## config.mk

```make
export PLATFORM = sky130hd
export DESIGN_NAME = core_pipe_lsu_rsp
export DESIGN_NICKNAME = d
export VERILOG_FILES = /design/src/rtl/core_pipe_lsu_rsp.sv
export SDC_FILE = /design/constraint.sdc
export NUM_CORES = 1
export LEC_CHECK = 0
export CORE_MARGIN = 1
export CORE_UTILIZATION = 35
export CTS_CLUSTER_DIAMETER = 30
export DETAILED_ROUTE_END_ITERATION = 10
export GPL_ROUTABILITY_DRIVEN = 0
export PLACE_DENSITY = 0.66
export SYNTH_ARGS = -nofsm -noshare
export SYNTH_HDL_FRONTEND = slang
export SYNTH_SLANG_ARGS = --single-unit
```

## constraint.sdc

```tcl
create_clock -name g_clk -period 1.6 [get_ports g_clk]
set_input_delay 0.4 -clock g_clk [delete_from_list [all_inputs] [get_ports g_clk]]
set_output_delay 0.4 -clock g_clk [all_outputs]
set_load 0.005 [all_outputs]
```

## src/rtl/core_pipe_lsu_rsp.sv

```systemverilog
// ---------------------------------------------------------------------------
// core_pipe_lsu_rsp
//
// Data-memory response stage that sits directly behind the execute-stage LSU
// request logic. It records the attributes of each granted load/store, picks
// up the fixed-latency memory response one cycle after the grant, aligns and
// extends load data, and holds the result for writeback under a valid/ready
// handshake. Only one transaction may be outstanding at a time.
//
// Optional feature macro: CORE_LSU_RSP_BYPASS_EN
//   When defined, the response is forwarded combinationally to writeback in
//   the cycle it arrives, and the HOLD register is used only if writeback
//   stalls. When undefined, every wb_* output comes straight from a register.
//
// Ports:
//   g_clk, g_resetn       clock, synchronous active-low reset
//   flush                 discard pending and held responses
//   req_sent              request granted this cycle
//   req_load/req_store    kind of the granted request
//   req_double/word/half/byte  access size (one-hot)
//   req_sext              sign-extend load data
//   req_addr_lo           addr[2:0] of the granted request
//   dmem_err/dmem_rdata   memory response, valid the cycle after grant
//   rsp_can_issue         LSU may have a request granted this cycle
//   wb_valid/wb_ready     writeback handshake
//   wb_load/wb_err        attributes of the presented response
//   wb_rdata              aligned, extended load data (0 for stores)
//
// XLEN and MEM_DATA_W must both be 64: the 3-bit byte offset spans exactly
// one 64-bit memory word.
// ---------------------------------------------------------------------------
module core_pipe_lsu_rsp #(
   parameter int XLEN       = 64,
   parameter int MEM_DATA_W = 64
) (
   input  logic                  g_clk,
   input  logic                  g_resetn,
   input  logic                  flush,
   input  logic                  req_sent,
   input  logic                  req_load,
   input  logic                  req_store,
   input  logic                  req_double,
   input  logic                  req_word,
   input  logic                  req_half,
   input  logic                  req_byte,
   input  logic                  req_sext,
   input  logic [2:0]            req_addr_lo,
   input  logic                  dmem_err,
   input  logic [MEM_DATA_W-1:0] dmem_rdata,
   output logic                  rsp_can_issue,
   output logic                  wb_valid,
   input  logic                  wb_ready,
   output logic                  wb_load,
   output logic                  wb_err,
   output logic [XLEN-1:0]       wb_rdata
);

   typedef enum logic [1:0] {
      ST_IDLE,
      ST_WAIT,
      ST_HOLD,
      ST_DROP
   } state_t;

   state_t state_q, state_d;

   logic           load_q, store_q, sext_q;
   logic           dbl_q, word_q, half_q, byte_q;
   logic [2:0]     addr_q;

   logic           wb_valid_q, wb_load_q, wb_err_q;
   logic [XLEN-1:0] wb_rdata_q;

   logic [MEM_DATA_W-1:0] shifted;
   logic [XLEN-1:0]       aligned;
   logic [XLEN-1:0]       respData;
   logic                  liveRsp;

   // The LSU may issue whenever no unflushed response is due this cycle and
   // any held result is leaving. DROP is free because its response (if any)
   // is thrown away.
   assign rsp_can_issue = (state_q == ST_IDLE) ||
                          ((state_q == ST_HOLD) && wb_ready) ||
                          (state_q == ST_DROP);

   // A live response is one arriving in WAIT that is not being flushed.
   assign liveRsp = (state_q == ST_WAIT) && !flush;

   // Move the addressed byte lane down to bit 0, then select the field for
   // the captured size and extend it. A request flagged as both load and
   // store is treated as a store, so it never returns data.
   always_comb begin
      shifted  = dmem_rdata >> {addr_q, 3'b000};
      aligned  = '0;
      if (dbl_q) begin
         aligned = shifted[XLEN-1:0];
      end else if (word_q) begin
         aligned = {{(XLEN-32){sext_q & shifted[31]}}, shifted[31:0]};
      end else if (half_q) begin
         aligned = {{(XLEN-16){sext_q & shifted[15]}}, shifted[15:0]};
      end else if (byte_q) begin
         aligned = {{(XLEN-8){sext_q & shifted[7]}}, shifted[7:0]};
      end
      respData = (load_q && !store_q) ? aligned : '0;
   end

   // Next-state selection. Flush wins over everything; a grant that
   // coincides with a flush still produces a response one cycle later, so it
   // is steered into DROP where that response is ignored.
   always_comb begin
      state_d = state_q;
      case (state_q)
         ST_IDLE: begin
            if (req_sent) state_d = flush ? ST_DROP : ST_WAIT;
         end
         ST_WAIT: begin
            if (flush) begin
               state_d = ST_DROP;
            end else begin
`ifdef CORE_LSU_RSP_BYPASS_EN
               state_d = wb_ready ? ST_IDLE : ST_HOLD;
`else
               state_d = ST_HOLD;
`endif
            end
         end
         ST_HOLD: begin
            if (flush) begin
               state_d = req_sent ? ST_DROP : ST_IDLE;
            end else if (wb_ready) begin
               state_d = req_sent ? ST_WAIT : ST_IDLE;
            end
         end
         ST_DROP: begin
            if (req_sent) state_d = flush ? ST_DROP : ST_WAIT;
            else          state_d = ST_IDLE;
         end
         default: state_d = ST_IDLE;
      endcase
   end

   // State, request attributes and the writeback register. The result
   // register is only loaded in WAIT, so it stays stable throughout HOLD.
   always_ff @(posedge g_clk) begin
      if (!g_resetn) begin
         state_q    <= ST_IDLE;
         load_q     <= 1'b0;
         store_q    <= 1'b0;
         sext_q     <= 1'b0;
         dbl_q      <= 1'b0;
         word_q     <= 1'b0;
         half_q     <= 1'b0;
         byte_q     <= 1'b0;
         addr_q     <= 3'b000;
         wb_valid_q <= 1'b0;
         wb_load_q  <= 1'b0;
         wb_err_q   <= 1'b0;
         wb_rdata_q <= '0;
      end else begin
         state_q    <= state_d;
         wb_valid_q <= (state_d == ST_HOLD);
         if (req_sent) begin
            load_q  <= req_load;
            store_q <= req_store;
            sext_q  <= req_sext;
            dbl_q   <= req_double;
            word_q  <= req_word;
            half_q  <= req_half;
            byte_q  <= req_byte;
            addr_q  <= req_addr_lo;
         end
         if (state_q == ST_WAIT) begin
            wb_rdata_q <= respData;
            wb_err_q   <= dmem_err;
            wb_load_q  <= load_q;
         end
      end
   end

   // Writeback outputs: registered copy, or the live response when bypass
   // forwarding is built in.
`ifdef CORE_LSU_RSP_BYPASS_EN
   assign wb_valid = wb_valid_q | liveRsp;
   assign wb_load  = liveRsp ? load_q   : wb_load_q;
   assign wb_err   = liveRsp ? dmem_err : wb_err_q;
   assign wb_rdata = liveRsp ? respData : wb_rdata_q;
`else
   logic unusedLive;
   assign unusedLive = liveRsp;
   assign wb_valid   = wb_valid_q;
   assign wb_load    = wb_load_q;
   assign wb_err     = wb_err_q;
   assign wb_rdata   = wb_rdata_q;
`endif

endmodule

```

==> flow_summary.yaml <==
outcome:
  status: "complete, but fails checks"
  violations: "setup timing"
sta:
  finalSetupViolCount: 63
  hold_viol_final: 0
  tightest_slew_ps: 576
  post-route-period-util: 1.21
  maxSlewHeadroom: 0.615
  min_period_ps: 1940
  rsz0062_at_grt: "yes"
  fin_ws_ps: -336
  finalMaxSlewViolations: 0
  fin_skew_ps: 7.18
  fmax_mhz: 517
synthesis:
  synth_top_area_share: 0.331
  yosysWarnings: 0
  synth_nets: 626
  synth_area_leaders: "dfxtp_1 (33%), mux2i_1 (14%), nand2_1 (5.7%)"
  ys.flop_type: "dfxtp_1"
  synth.ff_latch_count: 79
  netlist_instances: 546
  async_flop_share: 0
  yosys.area.top_type: "dfxtp_1"
  synth.yosys.seq_area_share: 0.331
  avgSynthCellArea_sq_um: 8.76
  synthesis.area_sq_mm: 0.00478
  synth_edf_count: 0
  synth_cell_types: 50
global_routing:
  grt_max_degree: 53
  grt_use_total: 0.258
  grt_pass1_vias: 5102
  grt_pass1_wl_um: 28100
  overflow: 0
  grt_antenna_before_repair: 0
floorplanning:
  core-area_sq_mm: 0.0133
  io_pins: 148
  start_util: 0.360
  num_rows: 42
  die_x_um: 119
  die_y_um: 119
  dieArea_sq_mm: 0.0141
finish:
  num_antenna_cells: 0
  fillCellCount: 1121
  drive_above_1_share: 0.340
  syn_to_final_growth_pct: 65.2
  utilization: 0.594
  final_cells: 950
  largest_register_ffs: 64
  nNetsFinal: 849
  design_area_sq_mm: 0.00790
clock_network:
  cts_made_buffers: 9
  clockRootBuffer: "clkbuf_16"
  clockBufferDepth: 2
  cts_tree: "yes"
  htree_levels: 3
  clkLatencyLatePin_ps: 350
  clkSinkCount: 79
  clkTransAtPathRegs_ps: 70
route:
  drc: 0
  vias_per_cell: 5.38
  ant_nets: 0
  first_pass_iters: 5
  wl_per_cell_um: 19.3
  vias: 5113
  drt_iter0_markers: 409
  routed_wl_um: 18300
setup_path:
  path_max_fanout: 8
  crit_path_cell_trace: "clkdlybuf4s50_1 -> mux2_4 -> o22ai_4 -> nor4_4 -> o31ai_4 -> buf_6 -> buf_12 -> buf_16 -> o21ai_2"
  crit_path_end_kind: "flip-flop"
  r2r_slack_ps: -330
  start_kind: "input port"
  slowest_stage: "clkdlybuf4s50_1"
  cp_data_required_time_ps: 1840
  arrival_ps: 2180
  path_class: "in2reg"
  crit_path_max_incr_delay_ps: 450
pwr:
  clkPwrFrac: 0.376
  internal_power_mw: 4.02
  ir_worst_vdd_v: 0.000414
  share_comb_of_total_power: 0.265
  sw_frac_of_total: 0.291
  p_leak_nw: 3.69
  seqPwrFrac: 0.359
  powerDensity_mw_per_mm2: 719
  p_sw_mw: 1.65
job:
  drv_cap: 0
placed_design:
  dp_hpwl_um: 12900
  io_buffer_count: 147
  placed_cells: 916
  place_area_sq_mm: 0.00704
hold_path:
  hold_path.class: "in2reg"
-- routing by layer --
layer / global-route usage / share of wire / vias to the layer above / wire, um
met2: 0.409 / 0.45 / 231 / 8310
met3: 0.0402 / 0.067 / 42 / 1220
met4: 0.0941 / 0.029 / 0 / 529
li1: - / - / 2408 / -
met1: 0.355 / 0.45 / 2432 / 8230
met5: 0 / 0 / - / 0
-- what timing repair did --
| item | CTS | global route |
|---|---|---|
| gates cloned | 6 | 0 |
| buffers inserted | 11 | 3 |
| endpoints found under the setup margin | 109 | 103 |
| hold buffers | 0 | 0 |
| resized for setup | 100 | 57 |
| pin swaps | 12 | 5 |
-- per-stage QoR --
stage          TNS [ps]  setup WS [ps]  hold slack [ps]  power (mW)
4_1_cts          -15460           -318              460        5.63
2_1_floorplan     -6040           -160              440        2.75
3_3_place_gp     -31570           -604              445        3.39
6_report         -16300           -336              426        5.68
3_5_place_dp     -34330           -668              446        3.41
5_1_grt          -20400           -436              432        5.87
-- power groups by stage --
stage                     clock network (mW)  registers (mW)  logic (mW)
final                                   2.13            2.04        1.50
after floorplan                            0            2.07       0.679
after global placement                     0            2.08        1.31
after CTS                               2.15            2.04        1.44
after global routing                    2.24            2.04        1.59
after detailed placement                   0            2.08        1.33
-- worst max-delay path: cells and delay by family --
kind | cells | cell delay [ps]
AOI/OAI and AO/OA | 3 | 500
and+or+nand+nor | 1 | 90
muxes | 1 | 310
buffers and inverters | 4 | 870
-- placed cells by master, fill, tap and decap left out, types with 9 or more instances in the layout --
| master | instances |
|---|---|
| clkdlybuf4s50_1 | 92 |
| dfxtp_1 | 39 |
| dlygate4sd2_1 | 23 |
| buf_4 | 92 |
| a21oi_1 | 33 |
| a21boi_0 | 14 |
| a21oi_2 | 10 |
| dlymetal6s2s_1 | 31 |
| nor2_1 | 47 |
| o21a_1 | 14 |
| o21ai_2 | 32 |
| mux2i_1 | 59 |
| clkbuf_16 | 9 |
| o21ai_0 | 17 |
| nand2b_1 | 12 |
| nand2_1 | 72 |
| dfxtp_2 | 39 |
-- cell usage after synthesis (13+ instances only) --
library cell and count:
clkbuf_1 22, a21oi_1 43, o21a_1 14, dfxtp_1 79, nand2b_1 13, mux2i_1 68, a21boi_0 18, nor2_1 49
nand2_1 72, o21ai_0 20, o21ai_2 29
-- final cells by class --
class | count | area, sq um | area share
multi-input cells | 419 | 3140 | 0.397
inverters | 2 | 7.51 | 0.000950
clock inverters | 7 | 81.3 | 0.0103
clock buffers | 9 | 225 | 0.0285
well taps | 176 | 220 | 0.0279
repair buffers | 258 | 2590 | 0.328
flip-flops and latches | 79 | 1630 | 0.207
-- cell families after synthesis --
group           after synthesis  synth area share
mux                          87             0.207
flops                        79             0.331
compound gates              160             0.239
buf+inv                      48            0.0523
simple gates                172             0.172
-- path summary, 6_finish.rpt --
kind / cells past startpoint / endpoint / from
setup / recovery: 9 / wb_rdata[36] / dmem_rdata[31]
setup reg to reg: 10 / wb_rdata[36] / addr_q[1]
hold reg to reg: 2 / wb_err / wb_err
hold / removal: 4 / state_q[1] / wb_ready
No activity file was read; power rests on OpenSTA's default activity.
